File: config.mk
export PLATFORM = sky130hd
export DESIGN_NAME = seq_ctrl_flat
export DESIGN_NICKNAME = d
export VERILOG_FILES = /design/src/rtl/y86_pkg.sv /design/src/rtl/seq_ctrl_if.sv /design/src/rtl/cond_eval.sv /design/src/rtl/seq_ctrl.sv /design/src/flat_wrapper.sv
export SDC_FILE = /design/constraint.sdc
export NUM_CORES = 1
export LEC_CHECK = 0
export ABC_AREA = 1
export ABC_CLOCK_PERIOD_IN_PS = 3400
export CAP_MARGIN = 15
export CORE_MARGIN = 5
export CORE_UTILIZATION = 30
export CTS_CLUSTER_SIZE = 25
export DETAILED_ROUTE_END_ITERATION = 6
export GPL_TIMING_DRIVEN = 0
export PLACE_DENSITY = 0.54
export SLEW_MARGIN = 20
export SYNTH_ARGS = -nofsm -noshare
export SYNTH_HDL_FRONTEND = slang
export SYNTH_SLANG_ARGS = --single-unit
File: constraint.sdc
create_clock -name clock -period 3.4 [get_ports clock]
set_input_delay 0.51 -clock clock [delete_from_list [all_inputs] [get_ports clock]]
set_output_delay 0.51 -clock clock [all_outputs]
set_load 0.005 [all_outputs]
File: src/rtl/y86_pkg.sv
// y86_pkg: Y86-64 instruction codes, status encoding, sequencer states and decode helpers
package y86_pkg;
    localparam logic [3:0] IHALT   = 4'h0;
    localparam logic [3:0] INOP    = 4'h1;
    localparam logic [3:0] IRRMOVQ = 4'h2;
    localparam logic [3:0] IIRMOVQ = 4'h3;
    localparam logic [3:0] IRMMOVQ = 4'h4;
    localparam logic [3:0] IMRMOVQ = 4'h5;
    localparam logic [3:0] IOPQ    = 4'h6;
    localparam logic [3:0] IJXX    = 4'h7;
    localparam logic [3:0] ICALL   = 4'h8;
    localparam logic [3:0] IRET    = 4'h9;
    localparam logic [3:0] IPUSHQ  = 4'hA;
    localparam logic [3:0] IPOPQ   = 4'hB;

    typedef enum logic [1:0] {SAOK, SHLT, SADR, SINS} stat_t;

    typedef enum logic [2:0] {
        S_IDLE, S_FETCH, S_DECODE, S_EXECUTE, S_MEMORY, S_WRITEBACK, S_PCUPD, S_HALT
    } state_t;

    function automatic logic is_mem(input logic [3:0] icode);
        return icode inside {IRMMOVQ, IMRMOVQ, ICALL, IRET, IPUSHQ, IPOPQ};
    endfunction

    function automatic logic is_invalid(input logic [3:0] icode, input logic [3:0] ifun);
        return icode > IPOPQ ? 1'b1 :
               icode == IOPQ ? ifun > 4'd3 :
               (icode == IRRMOVQ || icode == IJXX) ? ifun > 4'd6 :
               ifun != 4'd0;
    endfunction
endpackage

File: src/rtl/seq_ctrl_if.sv
// seq_ctrl_if: fetch/execute/memory handshake and status bundle between sequencer and datapath
interface seq_ctrl_if #(parameter int CNT_W = 32);
    logic             start;
    logic [3:0]       icode;
    logic [3:0]       ifun;
    logic             imem_error;
    logic             mem_ready;
    logic             dmem_error;
    logic             alu_zf;
    logic             alu_sf;
    logic             alu_of;
    logic             fetch_en;
    logic             decode_en;
    logic             execute_en;
    logic             memory_en;
    logic             writeback_en;
    logic             pc_en;
    logic             mem_req;
    logic [2:0]       cc;
    logic             cnd;
    logic [1:0]       stat;
    logic             busy;
    logic [CNT_W-1:0] retired;

    modport master (
        input  start, icode, ifun, imem_error, mem_ready, dmem_error, alu_zf, alu_sf, alu_of,
        output fetch_en, decode_en, execute_en, memory_en, writeback_en, pc_en,
               mem_req, cc, cnd, stat, busy, retired
    );

    modport slave (
        output start, icode, ifun, imem_error, mem_ready, dmem_error, alu_zf, alu_sf, alu_of,
        input  fetch_en, decode_en, execute_en, memory_en, writeback_en, pc_en,
               mem_req, cc, cnd, stat, busy, retired
    );
endinterface

File: src/rtl/cond_eval.sv
// cond_eval: Y86-64 condition evaluation from {ZF,SF,OF} and the function code
module cond_eval (
    input  logic [2:0] cc,
    input  logic [3:0] ifun,
    output logic       cnd
);
    logic zf, lt;

    assign zf  = cc[2];
    assign lt  = cc[1] ^ cc[0];
    assign cnd = ifun == 4'd0 ? 1'b1 :
                 ifun == 4'd1 ? lt | zf :
                 ifun == 4'd2 ? lt :
                 ifun == 4'd3 ? zf :
                 ifun == 4'd4 ? !zf :
                 ifun == 4'd5 ? !lt :
                 ifun == 4'd6 ? !lt & !zf :
                 1'b0;
endmodule

File: src/rtl/seq_ctrl.sv
// seq_ctrl: SEQ stage sequencer with instruction register, condition codes and retire counter
module seq_ctrl
    import y86_pkg::*;
#(
    parameter int CNT_W = 32
) (
    input  logic        clock,
    input  logic        reset,
    seq_ctrl_if.master  bus
);
    state_t           state, state_n;
    stat_t            stat_q, stat_n;
    logic [3:0]       ir_icode, ir_ifun;
    logic [2:0]       cc_q;
    logic [CNT_W-1:0] ret_q;
    logic             cond;

    // state register
    always_ff @(posedge clock) begin
        if (reset) state <= S_IDLE;
        else       state <= state_n;
    end

    // next state and status; fetch faults use the live fetch inputs, later decisions the IR
    always_comb begin
        state_n = state;
        stat_n  = stat_q;
        case (state)
            S_IDLE:      state_n = bus.start ? S_FETCH : S_IDLE;
            S_FETCH: begin
                state_n = S_DECODE;
                if (bus.imem_error) begin
                    state_n = S_HALT;
                    stat_n  = SADR;
                end else if (is_invalid(bus.icode, bus.ifun)) begin
                    state_n = S_HALT;
                    stat_n  = SINS;
                end else if (bus.icode == IHALT) begin
                    state_n = S_HALT;
                    stat_n  = SHLT;
                end
            end
            S_DECODE:    state_n = S_EXECUTE;
            S_EXECUTE:   state_n = S_MEMORY;
            S_MEMORY: begin
                if (!is_mem(ir_icode)) state_n = S_WRITEBACK;
                else if (bus.mem_ready) begin
                    state_n = bus.dmem_error ? S_HALT : S_WRITEBACK;
                    if (bus.dmem_error) stat_n = SADR;
                end
            end
            S_WRITEBACK: state_n = S_PCUPD;
            S_PCUPD:     state_n = S_FETCH;
            default:     state_n = S_HALT;
        endcase
    end

    // instruction register, condition codes, status and retire counter
    always_ff @(posedge clock) begin
        if (reset) begin
            ir_icode <= IHALT;
            ir_ifun  <= 4'd0;
            cc_q     <= 3'b100;
            stat_q   <= SAOK;
            ret_q    <= '0;
        end else begin
            stat_q <= stat_n;
            if (state == S_FETCH) begin
                ir_icode <= bus.icode;
                ir_ifun  <= bus.ifun;
            end
            if (state == S_EXECUTE && ir_icode == IOPQ) cc_q <= {bus.alu_zf, bus.alu_sf, bus.alu_of};
            if (state == S_PCUPD) ret_q <= ret_q + CNT_W'(1);
        end
    end

    cond_eval u_cond (
        .cc   (cc_q),
        .ifun (ir_ifun),
        .cnd  (cond)
    );

    assign bus.fetch_en     = state == S_FETCH;
    assign bus.decode_en    = state == S_DECODE;
    assign bus.execute_en   = state == S_EXECUTE;
    assign bus.memory_en    = state == S_MEMORY;
    assign bus.writeback_en = state == S_WRITEBACK;
    assign bus.pc_en        = state == S_PCUPD;
    assign bus.mem_req      = state == S_MEMORY && is_mem(ir_icode);
    assign bus.cc           = cc_q;
    assign bus.cnd          = (ir_icode == IRRMOVQ || ir_icode == IJXX) && cond;
    assign bus.stat         = stat_q;
    assign bus.busy         = state != S_IDLE && state != S_HALT;
    assign bus.retired      = ret_q;
endmodule

File: src/flat_wrapper.sv
// flat-port wrapper written by rule: the top's interface ports become plain ports
module seq_ctrl_flat import y86_pkg::*;
#(
    parameter int CNT_W = 32
)
  (clock, reset, bus_start, bus_icode, bus_ifun, bus_imem_error, bus_mem_ready, bus_dmem_error, bus_alu_zf, bus_alu_sf, bus_alu_of, bus_fetch_en, bus_decode_en, bus_execute_en, bus_memory_en, bus_writeback_en, bus_pc_en, bus_mem_req, bus_cc, bus_cnd, bus_stat, bus_busy, bus_retired);
  seq_ctrl_if #(.CNT_W(CNT_W)) bus_i ();
  input  logic clock;
  input  logic reset;
  input wire logic [$bits(bus_i.start)-1:0] bus_start;
  input wire logic [$bits(bus_i.icode)-1:0] bus_icode;
  input wire logic [$bits(bus_i.ifun)-1:0] bus_ifun;
  input wire logic [$bits(bus_i.imem_error)-1:0] bus_imem_error;
  input wire logic [$bits(bus_i.mem_ready)-1:0] bus_mem_ready;
  input wire logic [$bits(bus_i.dmem_error)-1:0] bus_dmem_error;
  input wire logic [$bits(bus_i.alu_zf)-1:0] bus_alu_zf;
  input wire logic [$bits(bus_i.alu_sf)-1:0] bus_alu_sf;
  input wire logic [$bits(bus_i.alu_of)-1:0] bus_alu_of;
  output wire logic [$bits(bus_i.fetch_en)-1:0] bus_fetch_en;
  output wire logic [$bits(bus_i.decode_en)-1:0] bus_decode_en;
  output wire logic [$bits(bus_i.execute_en)-1:0] bus_execute_en;
  output wire logic [$bits(bus_i.memory_en)-1:0] bus_memory_en;
  output wire logic [$bits(bus_i.writeback_en)-1:0] bus_writeback_en;
  output wire logic [$bits(bus_i.pc_en)-1:0] bus_pc_en;
  output wire logic [$bits(bus_i.mem_req)-1:0] bus_mem_req;
  output wire logic [$bits(bus_i.cc)-1:0] bus_cc;
  output wire logic [$bits(bus_i.cnd)-1:0] bus_cnd;
  output wire logic [$bits(bus_i.stat)-1:0] bus_stat;
  output wire logic [$bits(bus_i.busy)-1:0] bus_busy;
  output wire logic [$bits(bus_i.retired)-1:0] bus_retired;
  assign bus_i.start = bus_start;
  assign bus_i.icode = bus_icode;
  assign bus_i.ifun = bus_ifun;
  assign bus_i.imem_error = bus_imem_error;
  assign bus_i.mem_ready = bus_mem_ready;
  assign bus_i.dmem_error = bus_dmem_error;
  assign bus_i.alu_zf = bus_alu_zf;
  assign bus_i.alu_sf = bus_alu_sf;
  assign bus_i.alu_of = bus_alu_of;
  assign bus_fetch_en = bus_i.fetch_en;
  assign bus_decode_en = bus_i.decode_en;
  assign bus_execute_en = bus_i.execute_en;
  assign bus_memory_en = bus_i.memory_en;
  assign bus_writeback_en = bus_i.writeback_en;
  assign bus_pc_en = bus_i.pc_en;
  assign bus_mem_req = bus_i.mem_req;
  assign bus_cc = bus_i.cc;
  assign bus_cnd = bus_i.cnd;
  assign bus_stat = bus_i.stat;
  assign bus_busy = bus_i.busy;
  assign bus_retired = bus_i.retired;
  seq_ctrl #(.CNT_W(CNT_W)) u_core (.clock(clock), .reset(reset), .bus(bus_i));
endmodule
==> results of run 1 <==
[logic make-up (layout without fill, tap and decap cells)]
family	after synthesis	in the layout	share of synthesized area (%)
compound gates	68	68	13.74
xor+xnor	8	8	2.672
fa+ha+maj	1	1	0.4770
buf+inv	51	120	7.586
flops	48	48	36.64
simple gates	229	229	38.88
[area by class of cell]
class	count	area share (%)
Multi-Input combinational cell	306	42.08
Clock buffer	6	2.088
Buffer	7	0.9719
Tap cell	108	3.888
Timing Repair Buffer	61	17.57
Sequential cell	48	27.65
Inverter	44	4.752
Clock inverter	2	1.008
[layer usage]
layer	vias up	share of wire [%]
li1	1446	-
met1	1234	46
met2	63	46
met3	8	6.2
met4	0	1.4
met5	-	0
[placed cells by master, fill, tap and decap left out, types with 8 or more instances in the layout]
cell,synthesis,final
nor3_1,9,9
dfxtp_1,48,48
nand4_1,8,8
nand3_1,22,22
a21oi_1,30,30
clkdlybuf4s50_1,0,61
nand2_1,101,101
nor2_1,69,69
inv_1,41,41
o21ai_0,31,31
[cell usage after synthesis, types with 4 or more instances]
cell type and count:
nor2_1 69, a21oi_1 30, dfxtp_1 48, nand3_1 22
xor2_1 7, nor3_1 9, nand4_1 8, nand2_1 101
clkbuf_1 6, nor2_2 4, inv_1 41, o21ai_0 31
[sequential cells by signal, summed over array words and instances (netlist names)]
name / cells
u_core.bus.retired: 32
u_core.state: 3
u_core.bus.cc: 3
u_core.ir_ifun: 4
u_core.ir_icode: 4
u_core.bus.stat: 2
[power by group through the flow]
stage / Clock [mW] / Combinational [mW] / Sequential [mW]
2_1_floorplan: 0 / 0.270 / 0.693
3_3_place_gp: 0 / 0.448 / 0.702
3_5_place_dp: 0 / 0.450 / 0.706
4_1_cts: 0.431 / 0.453 / 0.692
5_1_grt: 0.452 / 0.510 / 0.706
6_report: 0.411 / 0.448 / 0.693
[critical path, cell delays in order (launching register included)]
cell and delay, ns:
dfxtp_1 0.34, inv_1 0.06, or2_2 0.28, o21ai_0 0.18
nand3b_1 0.11, a21oi_1 0.13, clkdlybuf4s50_1 0.52
[worst paths after layout]
path | endpoint | slack, ns | start | cells past startpoint
setup / recovery | bus_cnd | 0.98 | u_core.ir_icode[2]$_SDFFE_PP0P_ | 6
hold / removal | u_core.ir_ifun[2]$_SDFFE_PP0P_ | 0.48 | u_core.ir_ifun[2]$_SDFFE_PP0P_ | 2
setup reg to reg | u_core.bus.retired[22]$_SDFFE_PP0P_ | 1.65 | u_core.bus.retired[0]$_SDFFE_PP0P_ | 8
hold reg to reg | u_core.ir_ifun[2]$_SDFFE_PP0P_ | 0.48 | u_core.ir_ifun[2]$_SDFFE_PP0P_ | 2
==> flow_summary_export.csv, run 1 <==
group,metric,value,unit
floorplanning,die_area,10710,um2
cts,cts.repair.resized,0,
final_layout,final_core_util,40.25,%
pwr,p_clk_share,26.5,%
final_layout,area_delta_synth_final,32.54,%
synth,syn_nets,423,
global_route,grt_use_met2,24.41,%
floorplanning,core,8636,um2
final_layout,design_area,3476,um2
synth,async_flop_share,0,%
final_layout,antennaDiodeCount,0,
cts,clkTransAtPathRegs,0.09,ns
cts,cts_buffers,5,
sta,fin_crit_sh,71.32,%
final_layout,multiInputGateArea,1463,um2
cts,cts_root_buffer,"clkbuf_8",
setup_path,crit_required,2.89,ns
floorplanning,die_w,103.5,um
global_route,grt_first_pass_wirelength,12190,um
place,gp_congestion,0.8275,
routing,vias,2751,
pwr,p_switching,0.4992,mW
cts,clk_path_buf_depth,2,
outcome,status,"complete, no violations",
synth,synthesis.instances,405,
routing,first_pass_iters,4,
pwr,pwr-share-seq,44.6,%
sta,rsz0062_at_grt,"false",
setup_path,worstSetupPathType,"reg2out",
final_layout,fillers,955,
place,hpwlAfterDp,5931,um
final_layout,seqCellArea,960.9,um2
setup_path,setup.worst_path.end_class,"output pin",
place,placedCellCount,574,
pwr,combPwrFrac,28.9,%
floorplanning,die_y,103.5,um
cts,cts_tree,"yes",
sta,setup_violations,0,
place,place_ws,1.310,ns
pwr,powerDensity,446.6,nW/um2
cts,clock_latency,0.30,ns
final_layout,final_nets,491,
cts,ctsHoldBuffers,0,
sta,max_freq,412.4,MHz
synth,synth_edf_count,0,
sta,fin_skew,0.007731,ns
synth,ys_types,32,
sta,fin_setup_tns,0,ns
routing,via_per_inst,4.727,
global_route,grt_pass1_vias,2594,
pwr,switching_share,32.15,%
pwr,total_power,1.552,mW
global_route,grt_busiest_layer,"met2",
synth,synth_top_area_cell,"dfxtp_1",
sta,final.setup.worst_slack,0.9752,ns
synth,ys.warnings.count,0,
sta,max_slew_margin,59.90,%
synth,synthFlopType,"dfxtp_1",
place,dpl_cell_area,3368,um2
cts,htreeDepth,2,
global_route,antenna_found_initial,0,
sta,final_hold_viol_count,0,
global_route,met1_usage,18.87,%
routing,drc,0,
synth,synth-seq-area-share,36.64,%
sta,whs,0.4761,ns
floorplanning,num_rows,34,
final_layout,final_layout_size_suffix_gt1_share,5.063,%
sta,tightestPinTransition,0.6015,ns
pwr,vdd_ir_drop_max,153.5,uV
global_route,grt_use_total,14.56,%
min_path,min_path_type,"reg2reg",
place,io_buffer_count,61,
final_layout,fin_cells,582,
routing,wl_per_cell,13.03,um
synth,synth_top_area_share,36.64,%
setup_path,arrival,1.91,ns
pwr,cellLeakagePower,1.254,nW
cts,clock-sinks,48,
global_route,grt-ovfl-total,0,
pwr,internal_power,1.053,mW
cts,cts_setup_buffers,0,
floorplanning,io_pins,63,
synth,synth_area,2623,um2
sta,period_needed,2.425,ns
sta,slew_violations,0,
synth,yosys-top-cells-area,"dfxtp_1 37%, nand2_1 14%, nor2_1 9.9%",
global_route,grt_util_met3,3.018,%
routing,wirelength,7584,um
flow_run,cap_viol_max_count,0,
floorplanning,initial_utilization,30.37,%
setup_path,start_kind,"register",
global_route,grt_max_degree,15,
synth,avgSynthCellArea,6.475,um2
routing,first_iter_violations,105,
routing,route.antenna.remaining_nets,0,
setup_path,cp_max_fo,3,
synth,ys_ff_latch,48,
No activity file was read; power rests on OpenSTA's default activity.
==> inputs of run 2 (changes only) <==
ABC_CLOCK_PERIOD_IN_PS = 2150   (was 3400)
PLACE_DENSITY = 0.56   (was 0.54)
clock period = 2.15 ns   (was 3.4 ns; I/O delays follow)
==> run 2 against run 1 <==
Compared with the run above: power up 67%; via count increased by 0.65%; clock power up 86%; flip-flop and latch count is the same; count of clock-buffer cells in the layout decreased by 1; clock skew is 0.0037 ns lower; non-clock buffer count rose by 1; first-iteration DRC count shrank 15%; routed wire length decreased by 0.67%; highest routed layer unchanged; sequential share of layout area is 0.20 points lower; critical path depth is 2 lower; register-to-register slack worse by 1.2 ns.
==> flow_summary_export.csv, run 2 (same netlist as run 1, synthesis figures left out) <==
group,metric,value,unit
pwr,cellLeakagePower,1.280,nW
floorplanning,core,8636,um2
outcome,status,"complete, no violations",
routing,route.antenna.remaining_nets,0,
sta,final_hold_viol_count,0,
sta,slew_violations,0,
sta,fin_skew,0.004048,ns
sta,setup_violations,0,
setup_path,start_kind,"register",
cts,cts_tree,"yes",
routing,wirelength,7533,um
routing,via_per_inst,4.758,
floorplanning,num_rows,34,
final_layout,antennaDiodeCount,0,
sta,tightestPinTransition,0.5850,ns
setup_path,crit_required,1.83,ns
sta,fin_setup_tns,0,ns
final_layout,mostFrequentLayoutCells,"101 x nand2_1, 69 x nor2_1, 60 x clkdlybuf4s50_1, 45 x dfxtp_1, 41 x inv_1",
cts,cts_root_buffer,"clkbuf_8",
final_layout,fillers,936,
routing,wl_per_cell,12.94,um
final_layout,multiInputGateArea,1474,um2
setup_path,setup.worst_path.end_class,"output pin",
cts,htreeDepth,2,
final_layout,area_delta_synth_final,34.35,%
cts,clkTransAtPathRegs,0.09,ns
routing,first_pass_iters,4,
place,dpl_cell_area,3368,um2
final_layout,design_area,3523,um2
final_layout,final_core_util,40.80,%
final_layout,final_layout_size_suffix_gt1_share,6.329,%
setup_path,worstSetupPathType,"reg2out",
sta,rsz0062_at_grt,"false",
cts,ctsHoldBuffers,0,
cts,cts_buffers,5,
setup_path,cp_max_fo,6,
cts,clk_path_buf_depth,2,
place,gp_congestion,0.8316,
floorplanning,die_y,103.5,um
sta,max_freq,494.0,MHz
place,placedCellCount,574,
final_layout,final_nets,492,
sta,fin_crit_sh,94.15,%
routing,vias,2769,
floorplanning,die_area,10710,um2
pwr,total_power,2.600,mW
floorplanning,die_w,103.5,um
final_layout,largest_register_ffs,32,
setup_path,arrival,1.70,ns
global_route,grt_first_pass_wirelength,12100,um
place,io_buffer_count,61,
routing,drc,0,
pwr,vdd_ir_drop_max,417.8,uV
sta,final.setup.worst_slack,0.1257,ns
final_layout,seqCellArea,967.2,um2
place,place_ws,0.2832,ns
sta,period_needed,2.024,ns
flow_run,cap_viol_max_count,0,
pwr,powerDensity,737.8,nW/um2
global_route,grt_pass1_vias,2533,
cts,clock-sinks,48,
place,hpwlAfterDp,5889,um
cts,clock_latency,0.30,ns
global_route,grt_max_degree,15,
routing,first_iter_violations,89,
sta,whs,0.4301,ns
global_route,antenna_found_initial,0,
final_layout,fin_cells,582,
global_route,grt_use_total,14.44,%
global_route,grt-ovfl-total,0,
floorplanning,io_pins,63,
min_path,min_path_type,"in2reg",
floorplanning,initial_utilization,30.37,%
final_layout,layout_commonest_cell,"nand2_1",
sta,max_slew_margin,61.00,%
## run 2: repair_timing
item,CTS,global route
pin swaps,0,0
resized for setup,5,5
setup buffers,0,1
setup endpoints to repair,3,3
## run 2: worst paths after layout
check	start	to	slack, ns	depth (start not counted)
setup / recovery	u_core.state[0]$_SDFFE_PP0P_	bus_mem_req	0.13	4
hold / removal	reset	u_core.bus.retired[21]$_SDFFE_PP0P_	0.43	2
setup reg to reg	u_core.bus.retired[0]$_SDFFE_PP0P_	u_core.bus.retired[22]$_SDFFE_PP0P_	0.43	8
hold reg to reg	u_core.ir_ifun[2]$_SDFFE_PP0P_	u_core.ir_ifun[2]$_SDFFE_PP0P_	0.48	2
## run 2: layer usage
layer	vias up	share of wire, %	track usage [%]	wire length, um
li1	1449	-	-	-
met1	1237	45	18.90	3407
met2	77	46	24.26	3496
met3	6	7.5	3.219	562
met4	0	0.88	3.287	66
met5	-	0	0	0
## run 2: worst max-delay path, stage by stage, from the launching register on
cell	delay (ns)
dfxtp_2	0.36
nor2_1	0.14
nand2_1	0.12
nor3_4	0.23
clkdlybuf4s50_1	0.55
## run 2: cell type report
| cell class | instances | area share (%) |
|---|---|---|
| Buffer | 7 | 0.9588 |
| Clock buffer | 5 | 1.953 |
| Clock inverter | 2 | 1.705 |
| Inverter | 44 | 4.759 |
| Multi-Input combinational cell | 306 | 41.83 |
| Sequential cell | 48 | 27.45 |
| Tap cell | 108 | 3.835 |
| Timing Repair Buffer | 62 | 17.51 |
## run 2: power breakdown
part	internal, mW	switching (mW)
sequential	1.00	0.103
combinational	0.332	0.398
clock	0.458	0.307
total	1.79	0.807
